===== config.mk =====
export PLATFORM = sky130hd
export DESIGN_NAME = pipeline_hazard_ctrl
export DESIGN_NICKNAME = d
export VERILOG_FILES = /design/src/rtl/hazard_pkg.sv /design/src/rtl/hazard_fwd_sel.sv /design/src/rtl/pipeline_hazard_ctrl.sv
export SDC_FILE = /design/constraint.sdc
export NUM_CORES = 1
export LEC_CHECK = 0
export BUFFER_PORTS_ARGS = -buffer_cell sky130_fd_sc_hd__buf_2
export CORE_ASPECT_RATIO = 1.4
export CORE_MARGIN = 1
export CORE_UTILIZATION = 39
export DETAILED_ROUTE_END_ITERATION = 10
export HOLD_SLACK_MARGIN = 0.06
export PLACE_DENSITY = 0.83
export SYNTH_ARGS = -nofsm -noshare
export SYNTH_HDL_FRONTEND = slang
export SYNTH_SLANG_ARGS = --single-unit

===== constraint.sdc =====
create_clock -name clk -period 1.4 [get_ports clk]
set_input_delay 0 -clock clk [delete_from_list [all_inputs] [get_ports clk]]
set_output_delay 0 -clock clk [all_outputs]
set_load 0.005 [all_outputs]

===== src/rtl/hazard_pkg.sv =====
// Shared types and encodings for the pipeline hazard/forwarding controller.
package hazard_pkg;

    typedef enum logic [1:0] {
        RUN,
        MEMWAIT,
        EXC
    } state_t;

    localparam logic [1:0] FWD_RF = 2'b00;
    localparam logic [1:0] FWD_E  = 2'b01;
    localparam logic [1:0] FWD_M  = 2'b10;
    localparam logic [1:0] FWD_W  = 2'b01;

    // Bit positions inside stall_o = {F,D,E,M,W} and flush_o = {D,E,M,W}
    localparam int ST_F = 4;
    localparam int ST_D = 3;
    localparam int ST_E = 2;
    localparam int ST_M = 1;
    localparam int ST_W = 0;
    localparam int FL_D = 3;
    localparam int FL_E = 2;
    localparam int FL_M = 1;
    localparam int FL_W = 0;

endpackage


===== src/rtl/hazard_fwd_sel.sv =====
// Match and priority logic for a single source operand in ID and EX.
module hazard_fwd_sel
    import hazard_pkg::*;
#(
    parameter int REG_AW = 7
) (
    input  logic [REG_AW-1:0] src_d,
    input  logic [REG_AW-1:0] src_e,
    input  logic [REG_AW-1:0] wreg_e,
    input  logic [REG_AW-1:0] wreg_m,
    input  logic [REG_AW-1:0] wreg_w,
    input  logic              regwrite_e,
    input  logic              regwrite_m,
    input  logic              regwrite_w,
    input  logic              memread_e,
    input  logic              memread_m,
    output logic [1:0]        fwd_d,
    output logic [1:0]        fwd_e,
    output logic              load_hit_e,
    output logic              load_hit_m
);

    logic d_hit_e;
    logic d_hit_m;
    logic e_hit_m;
    logic e_hit_w;

    // Register id 0 is hard-wired, so it never matches a producer.
    always_comb begin
        d_hit_e = regwrite_e && (wreg_e == src_d) && (src_d != '0);
        d_hit_m = regwrite_m && (wreg_m == src_d) && (src_d != '0);
        e_hit_m = regwrite_m && (wreg_m == src_e) && (src_e != '0);
        e_hit_w = regwrite_w && (wreg_w == src_e) && (src_e != '0);

        fwd_d = FWD_RF;
        if (d_hit_e && !memread_e) begin
            fwd_d = FWD_E;
        end else if (d_hit_m && !memread_m) begin
            fwd_d = FWD_M;
        end

        fwd_e = FWD_RF;
        if (e_hit_m && !memread_m) begin
            fwd_e = FWD_M;
        end else if (e_hit_w) begin
            fwd_e = FWD_W;
        end

        load_hit_e = d_hit_e && memread_e;
        load_hit_m = d_hit_m && memread_m;
    end

endmodule


===== src/rtl/pipeline_hazard_ctrl.sv =====
// Hazard, forwarding and stall/flush sequencing for the 5-stage core.
// Outputs are decoded from the next state so they act in the current cycle.
module pipeline_hazard_ctrl
    import hazard_pkg::*;
#(
    parameter int REG_AW           = 7,
    parameter int N_SRC            = 2,
    parameter int EXC_FLUSH_CYCLES = 1
) (
    input  logic                    clk,
    input  logic                    rst,
    input  logic [N_SRC*REG_AW-1:0] src_d,
    input  logic [N_SRC*REG_AW-1:0] src_e,
    input  logic                    branch_d,
    input  logic [REG_AW-1:0]       wreg_e,
    input  logic [REG_AW-1:0]       wreg_m,
    input  logic [REG_AW-1:0]       wreg_w,
    input  logic                    regwrite_e,
    input  logic                    regwrite_m,
    input  logic                    regwrite_w,
    input  logic                    memread_e,
    input  logic                    memread_m,
    input  logic                    md_busy,
    input  logic                    md_use_d,
    input  logic                    mem_stall,
    input  logic                    exc_req,
    output logic [4:0]              stall_o,
    output logic [3:0]              flush_o,
    output logic [2*N_SRC-1:0]      fwd_d,
    output logic [2*N_SRC-1:0]      fwd_e,
    output logic                    exc_taken_o
);

    localparam int CNT_W = (EXC_FLUSH_CYCLES > 1) ? $clog2(EXC_FLUSH_CYCLES) : 1;
    localparam logic [CNT_W-1:0] CNT_LOAD = CNT_W'(EXC_FLUSH_CYCLES - 1);

    state_t             state;
    state_t             state_nx;
    logic [CNT_W-1:0]   cnt;
    logic [CNT_W-1:0]   cnt_nx;
    logic               pending;
    logic               pending_nx;
    logic               take_exc;
    logic               hazard;
    logic [N_SRC-1:0]   load_hit_e;
    logic [N_SRC-1:0]   load_hit_m;
    logic [2*N_SRC-1:0] fwd_d_raw;
    logic [2*N_SRC-1:0] fwd_e_raw;

    for (genvar i = 0; i < N_SRC; i++) begin : g_op
        hazard_fwd_sel #(
            .REG_AW(REG_AW)
        ) u_sel (
            .src_d      (src_d[i*REG_AW +: REG_AW]),
            .src_e      (src_e[i*REG_AW +: REG_AW]),
            .wreg_e     (wreg_e),
            .wreg_m     (wreg_m),
            .wreg_w     (wreg_w),
            .regwrite_e (regwrite_e),
            .regwrite_m (regwrite_m),
            .regwrite_w (regwrite_w),
            .memread_e  (memread_e),
            .memread_m  (memread_m),
            .fwd_d      (fwd_d_raw[2*i +: 2]),
            .fwd_e      (fwd_e_raw[2*i +: 2]),
            .load_hit_e (load_hit_e[i]),
            .load_hit_m (load_hit_m[i])
        );
    end

    assign hazard = (|load_hit_e) || (branch_d && (|load_hit_m)) || (md_busy && md_use_d);

    // An exception seen while memory is busy is parked in pending, never dropped.
    always_comb begin
        state_nx   = state;
        cnt_nx     = cnt;
        pending_nx = pending;
        take_exc   = 1'b0;
        if (mem_stall && state != EXC) begin
            state_nx   = MEMWAIT;
            pending_nx = pending | exc_req;
        end else if ((exc_req || pending) && !mem_stall) begin
            state_nx   = EXC;
            cnt_nx     = CNT_LOAD;
            pending_nx = 1'b0;
            take_exc   = 1'b1;
        end else if (state == EXC) begin
            pending_nx = pending | exc_req;
            if (cnt == '0) begin
                state_nx = RUN;
            end else begin
                cnt_nx = cnt - CNT_W'(1);
            end
        end else begin
            state_nx = RUN;
        end
    end

    always_ff @(posedge clk) begin
        if (rst) begin
            state   <= RUN;
            cnt     <= '0;
            pending <= 1'b0;
        end else begin
            state   <= state_nx;
            cnt     <= cnt_nx;
            pending <= pending_nx;
        end
    end

    always_comb begin
        stall_o     = '0;
        flush_o     = '0;
        exc_taken_o = 1'b0;
        fwd_d       = fwd_d_raw;
        fwd_e       = fwd_e_raw;
        if (rst) begin
            fwd_d = '0;
            fwd_e = '0;
        end else begin
            case (state_nx)
                MEMWAIT: begin
                    stall_o[ST_F] = 1'b1;
                    stall_o[ST_D] = 1'b1;
                    stall_o[ST_E] = 1'b1;
                    stall_o[ST_M] = 1'b1;
                    flush_o[FL_W] = 1'b1;
                end
                EXC: begin
                    flush_o[FL_D] = 1'b1;
                    flush_o[FL_E] = 1'b1;
                    flush_o[FL_M] = 1'b1;
                    flush_o[FL_W] = 1'b1;
                    exc_taken_o   = take_exc;
                end
                default: begin
                    if (hazard) begin
                        stall_o[ST_F] = 1'b1;
                        stall_o[ST_D] = 1'b1;
                        flush_o[FL_E] = 1'b1;
                    end
                end
            endcase
        end
    end

endmodule


* Word level (Yosys, flattened, before mapping) *
Cells that the tools add are included.

word-level totals
  flip-flop bits (word level) = 4
  logic and storage cells = 97
  input bits = 61
  output and inout port bits = 18

operators by class
  bitwise operators = 2
  $add $sub $neg = 1
  equal/unequal tests = 12
  reductions and logical operators = 46
  mux-type cells = 33

operators by type and width
  operator                                                               count
  7-bit equality test                                                    8
  1-bit logical AND                                                      30
  7-bit nonzero test                                                     4
  2-bit two-way mux                                                      12
  4-bit two-way mux                                                      4
  1-bit two-way mux                                                      15
  2-bit OR reduction                                                     3
  2-bit equality test, second input constant                             2
  2-bit case mux with 2 select lines                                     1
  1-bit zero test                                                        3
  1-bit logical OR                                                       3
  3-bit nonzero test                                                     1
  2-bit by 1-bit equality test with 1-bit output, second input constant  1
  2-bit != test, second input constant                                   1
  1-bit case mux with 2 select lines                                     1
  2-bit AND reduction                                                    1
  2-bit nonzero test                                                     1
  1-bit inverter                                                         1
  1-bit bitwise OR                                                       1
  1-bit subtractor, second input constant                                1

* Logic depth before layout (Yosys ltp) *
Gate-level depths: netlist (run 1).

  word-level depth = 11
  mapped depth = 6
  gate-level depth less buffers = 5

* Cells and area by module *
A second synthesis (run 1) with hierarchy kept.

unflattened totals
  cell total of the unflattened synthesis = 132
  area total of the unflattened synthesis = 1083.5 sq um

by module, submodules not included
  module                area an instance (sq um)  cells an instance  seq. area each (sq um)  instances
  hazard_fwd_sel        405.4                     48                 0.0                     2
  pipeline_hazard_ctrl  272.8                     36                 60.1                    1

* Worst setup path before layout (run 1) *
Ideal clock, no wire load.

  path type = input to output
  from = in wreg_e[3]
  to = out stall_o[4]
  required time = 1400 ps
  buffers on the path = 1
  stages = 6
  path slack = 75 ps
  data arrival time = 1325 ps
  cell sequence = xnor2_1 -> nand4_1 -> or3_4 -> a21bo_1 -> a311oi_1 -> buf_4

on the way
  cells in the longest elaborated chain, start to end = 10
  elaborated cells between the ends (all ways) = 14
  classes of those cells = eq/ne: 2; mux: 3; reduce/logical: 9

ends and longest elaborated chain
  element                                 RTL line                     text
  start, declared                         pipeline_hazard_ctrl.sv:15   input logic [REG_AW-1:0] wreg_e,
  7-bit equality test                     hazard_fwd_sel.sv:30         d_hit_e = regwrite_e && (wreg_e == src_d) && (src_d != '0);
  1-bit logical AND (2 in a row)          hazard_fwd_sel.sv:30
  1-bit logical AND                       hazard_fwd_sel.sv:49         load_hit_e = d_hit_e && memread_e;
  2-bit OR reduction (*)                  pipeline_hazard_ctrl.sv:71   assign hazard = (|load_hit_e) || (branch_d && (|load_hit_m)) || (md_busy && md_use_d);
  1-bit logical OR (*) (2 in a row)       pipeline_hazard_ctrl.sv:71
  2-bit two-way mux (*)                   pipeline_hazard_ctrl.sv:137  if (hazard) begin
  2-bit case mux with 2 select lines (*)  pipeline_hazard_ctrl.sv:121  case (state_nx)
  4-bit two-way mux (*)                   pipeline_hazard_ctrl.sv:117  if (rst) begin
  end, declared                           pipeline_hazard_ctrl.sv:27   output logic [4:0] stall_o,

Mark *: on every way between the ends. The rest lies on a longest branch, timed or not.

* Final worst setup path (run 1) *
  from = in src_d[1]
  to = out stall_o[3]

on the way
  cells in the longest elaborated chain, start to end = 11
  elaborated cells between the ends (all ways) = 17
  classes of those cells = eq/ne: 2; mux: 3; reduce/logical: 12

ends and longest elaborated chain
  element                                 RTL line                     text
  start, declared                         pipeline_hazard_ctrl.sv:12   input logic [N_SRC*REG_AW-1:0] src_d,
  7-bit equality test                     hazard_fwd_sel.sv:31         d_hit_m = regwrite_m && (wreg_m == src_d) && (src_d != '0);
  1-bit logical AND (2 in a row)          hazard_fwd_sel.sv:31
  1-bit logical AND                       hazard_fwd_sel.sv:50         load_hit_m = d_hit_m && memread_m;
  2-bit OR reduction                      pipeline_hazard_ctrl.sv:71
  1-bit logical AND                       pipeline_hazard_ctrl.sv:71
  1-bit logical OR (*) (2 in a row)       pipeline_hazard_ctrl.sv:71
  2-bit two-way mux (*)                   pipeline_hazard_ctrl.sv:137
  2-bit case mux with 2 select lines (*)  pipeline_hazard_ctrl.sv:121
  4-bit two-way mux (*)                   pipeline_hazard_ctrl.sv:117

Marks and branches as above.

==> results of run 1 <==
-- critical path, stage by stage --
cell and delay, ps:
buf_2 120, xnor2_1 180, nand4_1 120, or3_4 340, a21bo_1 200, a311oi_2 260
buf_2 160
-- placed cells by master (no fill, tap or decap), drive strengths merged --
cell type	netlist	routed
a21bo	1	1
a21oi	2	2
a311oi	2	2
buf	5	87
clkbuf	1	4
conb	1	1
dfxtp	3	3
dlygate4sd3	0	1
nand2	3	3
nand2b	3	3
nand3	1	1
nand3b	1	1
nand4	10	10
nor2	7	7
nor2b	3	3
nor3	10	10
nor3b	1	1
nor4	12	12
nor4b	1	1
o211a	2	2
o211ai	1	1
or3	1	1
or4	1	1
xnor2	30	30
xor2	26	26
-- metrics by stage --
| step | hold WS [ps] | instance area, um^2 | std cells |
|---|---|---|---|
| 2_1_floorplan | 36.46 | 985.9 | 128 |
| 3_3_place_gp | 262.9 | 1448 | 243 |
| 3_5_place_dp | 263.5 | 1448 | 243 |
| 4_1_cts | 65.57 | 1526 | 248 |
| 5_1_grt | 109.6 | 1570 | 248 |
| 6_report | 74.44 | 1570 | 248 |
-- sequential cells by signal (all words and copies together), names as in the netlist --
signal,flops
pending,1
state,2
-- per-layer routing --
layer / track usage, % / vias to the layer above / wire length [um]
met4: 9.957 / 0 / 48
li1: - / 626 / -
met5: 0 / - / 0
met1: 23.56 / 554 / 1203
met3: 1.466 / 6 / 168
met2: 44.96 / 54 / 1772
-- cell type report --
class / instances / area, um^2 / area share [%]
clock buffer: 4 / 26.28 / 1.673
multi-input combinational: 119 / 934.6 / 59.52
tap: 34 / 42.54 / 2.709
timing repair buffer: 88 / 506.7 / 32.27
sequential: 3 / 60.06 / 3.825
-- logic make-up (layout without fill, tap and decap cells) --
kind of cell / after synthesis / after routing / synth area share [%]
DFF: 3 / 3 / 6.092
other: 1 / 1 / 0.3803
xor gates and xnor gates: 56 / 56 / 49.75
buffers and inverters: 6 / 92 / 4.188
AOI/OAI and AO/OA: 8 / 8 / 7.107
and+or+nand+nor: 54 / 54 / 32.49
-- worst paths after layout --
check             cells past startpoint  startpoint  slack (ps)         end
setup reg to reg                      2     pending         670     pending
hold reg to reg                       2    state[0]         490    state[0]
hold / removal                        3     exc_req          70     pending
setup / recovery                      7    src_d[1]          20  stall_o[3]
-- Yosys cell counts --
master / n / area, um^2
a311oi_1: 2 / 17.52
nor3_1: 10 / 50.05
nand3_1: 1 / 5.000
nand4_1: 10 / 62.56
nor2b_1: 3 / 18.77
o211ai_2: 1 / 12.51
conb_1: 1 / 3.750
xor2_1: 26 / 227.7
nand3b_1: 1 / 7.510
clkbuf_1: 1 / 3.750
or4_4: 1 / 11.26
nor4_1: 11 / 68.82
nand2_1: 3 / 11.26
buf_4: 5 / 37.54
nor4_2: 1 / 12.51
nand2b_1: 3 / 18.77
nor4b_1: 1 / 8.760
o211a_1: 2 / 20.02
nor2_1: 7 / 26.28
or3_4: 1 / 11.26
a21bo_1: 1 / 10.01
dfxtp_1: 3 / 60.06
nor3b_1: 1 / 7.510
a21oi_1: 2 / 10.01
xnor2_1: 30 / 262.8
-- power groups by stage --
| stage | clock [mW] | sequential, mW | combinational [mW] |
|---|---|---|---|
| floorplan | 0 | 0.0927 | 0.183 |
| global placement | 0 | 0.0928 | 0.373 |
| detailed placement | 0 | 0.0932 | 0.379 |
| CTS | 0.165 | 0.0921 | 0.394 |
| global route | 0.167 | 0.0922 | 0.448 |
| finish | 0.158 | 0.0920 | 0.412 |
-- repair_timing --
action	in CTS	in global routing
pin swaps	6	6
endpoints found under the hold margin	1	0
gates resized for setup	9	10
gates cloned	0	0
setup endpoints to repair	3	3
hold buffers	1	0
==> out/metrics.yaml, run 1 <==
clk_latency_ps: 240
drtIter0Drc: 46
synth_nets: 189
wl_per_cell_um: 12.88
clkPwrFrac_pct: 23.8
p_leak_nw: 0.7166
grt_pass1_vias: 1151
first_pass_iters: 4
place_ws_ps: -128.7
rsz0062_at_grt: "true"
vias_per_cell: 5.000
fin_tns_setup_ps: 0
post-route-period-util_pct: 98.82
p_int_mw: 0.4115
cap_violations: 0
grt_start_max_net_pins: 13
io_pins: 79
postCtsSetupBuffers: 0
clk_pin_slew_ps: 40
vdd_drop_max_uv: 191.0
ys_ff_latch: 3
vias: 1240
io_buffers: 77
worstSetupPathType: "in -> out"
grt_use_total_pct: 22.56
total_power_mw: 0.6614
nFillCells: 224
netlist_instances: 128
area.growth.synth_to_final_pct: 59.26
crit_path_max_fanout: 3
power_density_mw_per_mm2: 421.2
cp.arrival_ps: 1380
power_frac_comb_pct: 62.3
wirelength_mm: 3.193
dieArea_mm2: 0.002736
num_antenna_cells: 0
grt_pass1_wl_mm: 4.574
ys_types: 25
nets: 276
hold_path_class: "in -> reg"
fp.dieH_um: 61.49
status: "finished, final reports clean"
cp.required_ps: 1400
cp-end-kind: "output port"
avgSynthCellArea_um2: 7.703
seq_power_share_pct: 13.9
drive_gt1_share_pct: 47.20
slew_violations: 0
core-area_mm2: 0.002391
finalSetupViolCount: 0
ant_nets: 0
place_congestion: 0.8036
cts_sinks: 3
hold_viol: 0
antenna_found_initial: 0
p_sw_share_pct: 37.78
fmax_ghz: 0.7228
synth_area_um2: 985.9
numCtsBuffers: 3
grt-ovfl-total: 0
clk_path_buf_depth: 2
min_period_ps: 1383
yosysWarnings: 0
worst_slack_ps: 16.51
rows: 21
hpwlAfterDp_mm: 2.659
fin_util_pct: 65.67
tritoncts: "done"
startpoint_type: "primary input"
p_sw_mw: 0.2499
finalClockSkew_ps: 4.442
initial_core_util_pct: 41.23
die_w_um: 44.50
seq_area_frac_synth_pct: 6.091
h-tree-depth: 1
post-route-drc-count: 0
cts-root-buf: "clkbuf_4"
Note: power is estimated with default switching activity, not from simulation.
==> inputs of run 2 (changes only) <==
==> constraint.sdc (replaced) <==
create_clock -name clk -period 1.3 [get_ports clk]
set_input_delay 0 -clock clk [delete_from_list [all_inputs] [get_ports clk]]
set_output_delay 0 -clock clk [all_outputs]
set_load 0.02 [all_outputs]
==> run 2 against run 1 <==
Net effect:
- combinational power rose by 45%
- sequential share of layout area fell by 0.67 points
- critical path depth did not move
- global-route usage rose by 4.2 points
- the flow now finishes with violations (DRC, setup timing)
- clock skew rose by 1.5 ps
- register-to-register slack got worse by 570 ps
- hold slack improved by 42 ps
- flip-flop and latch count did not move
- non-clock buffer count rose by 13
==> out/metrics.yaml, run 2 (synthesized netlist as in run 1, its figures left out) <==
power_density_mw_per_mm2: 453.4
num_antenna_cells: 0
hold_path_class: "in -> reg"
postCtsSetupBuffers: 0
rr_worst_depth: 3
die_w_um: 44.50
fin_util_pct: 79.59
worstSetupPathType: "in -> out"
cp-end-kind: "output port"
clk_pin_slew_ps: 40
vdd_drop_max_uv: 281.2
most-common-layout-cells: "buf_2, buf_4, xnor2_1, xor2_1, buf_6"
drtIter0Drc: 57
tritoncts: "done"
cts-root-buf: "clkbuf_4"
finalSetupViolCount: 7
nets: 289
top_register: "state"
path_common_cell: "buf_6"
grt_pass1_vias: 1342
r2r-end: "pending"
cap_violations: 0
grt_use_total_pct: 26.74
rsz0062_at_grt: "true"
h-tree-depth: 1
antenna_found_initial: 0
numCtsBuffers: 3
finalClockSkew_ps: 5.937
ant_nets: 0
hold_viol: 0
area.growth.synth_to_final_pct: 93.02
crit_path_max_fanout: 2
io_buffers: 77
grt_pass1_wl_mm: 5.485
place_area_mm2: 0.001562
fin_tns_setup_ps: -1710
cp.arrival_ps: 1720
grt-ovfl-total: 0
clk_latency_ps: 240
min_path_cells: 3
wl_per_cell_um: 16.58
violations: "DRC, setup timing"
post-route-period-util_pct: 132.1
rows: 21
clk_path_buf_depth: 2
io_pins: 79
drive_gt1_share_pct: 57.27
reg.largest.list: "state x2, pending x1"
hpwlAfterDp_mm: 2.941
slew_violations: 0
largest_reg_flops: 2
place_congestion: 0.8547
vias_per_cell: 5.556
fmax_ghz: 0.5825
core-area_mm2: 0.002391
cp_cell_sequence: "buf_6 -> xor2_1 -> nor4_1 -> nand3b_1 -> a21bo_4 -> a311oi_4 -> buf_6"
p_leak_nw: 0.8545
grt_start_max_net_pins: 13
layout_commonest_cell: "buf_2"
status: "finished with violations"
cp.required_ps: 1300
vias: 1450
worst_slack_ps: -416.7
hp-start: "exc_req"
timing.hold.ws_ps: 116.5
stdcell_area_mm2: 0.001903
fp.dieH_um: 61.49
initial_core_util_pct: 41.23
min_period_ps: 1717
rrSetupSlack_ps: 100
slowest_delay_ps: 440
startpoint_type: "primary input"
dieArea_mm2: 0.002736
cts_sinks: 3
wirelength_mm: 4.327
cpMaxStageDelayCell: "nor4_1"
hold_end: "state[1]"
first_pass_iters: 7
timing.rr.start: "pending"
post-route-drc-count: 1
[run 2: what timing repair did]
action                                  CTS  global route
endpoints found under the setup margin    6            11
resized for setup                        15            49
hold endpoints to repair                  2             0
pin swaps                                 3            12
hold buffers                              2             0
[run 2: layer usage]
metal	vias to the layer above	track usage [%]	routed length, um
met5	-	0	0
met4	0	12.55	201
met3	22	2.933	248
met2	91	54.41	2347
met1	684	25.96	1530
li1	653	-	-
[run 2: power by group]
part	total (mW)	switching [mW]	leakage, nW	internal [mW]
sequential	0.0988	0.00155	0.0248	0.0973
combinational	0.596	0.295	0.815	0.301
clock	0.168	0.0525	0.0150	0.115
total	0.863	0.350	0.855	0.513
[run 2: worst max-delay path, delay by kind of cell]
kind,cells,cell delay (ps)
buf+inv,2,270
compound gates,2,610
xor+xnor,1,170
simple gates,2,650
[run 2: area by class of cell]
| cell class | count | area, um^2 |
|---|---|---|
| multi-input cells | 119 | 1072 |
| fillers | 157 | 488.0 |
| well taps | 34 | 42.54 |
| repair buffers | 101 | 701.9 |
| flip-flops and latches | 3 | 60.06 |
| clock buffers | 4 | 26.28 |
[run 2: per-stage QoR]
step	total power, mW	std cells	setup WS [ps]
2_1_floorplan	0.3288	128	-136.7
3_3_place_gp	0.5575	255	-203.5
3_5_place_dp	0.5701	255	-317.6
4_1_cts	0.7705	261	-220.8
5_1_grt	0.9138	261	-436.4
6_report	0.8629	261	-416.7
[run 2: worst max path at each step]
| stage | startpoint | endpoint | cells past startpoint |
|---|---|---|---|
| 2_1_floorplan | wreg_e[3] | stall_o[4] | 6 |
| 5_1_grt | wreg_e[4] | stall_o[4] | 7 |
| 6_report | wreg_e[4] | stall_o[4] | 7 |
| 3_5_place_dp | src_d[3] | stall_o[3] | 7 |
| 3_3_place_gp | src_d[3] | stall_o[4] | 7 |
| 4_1_cts | wreg_e[4] | stall_o[3] | 7 |
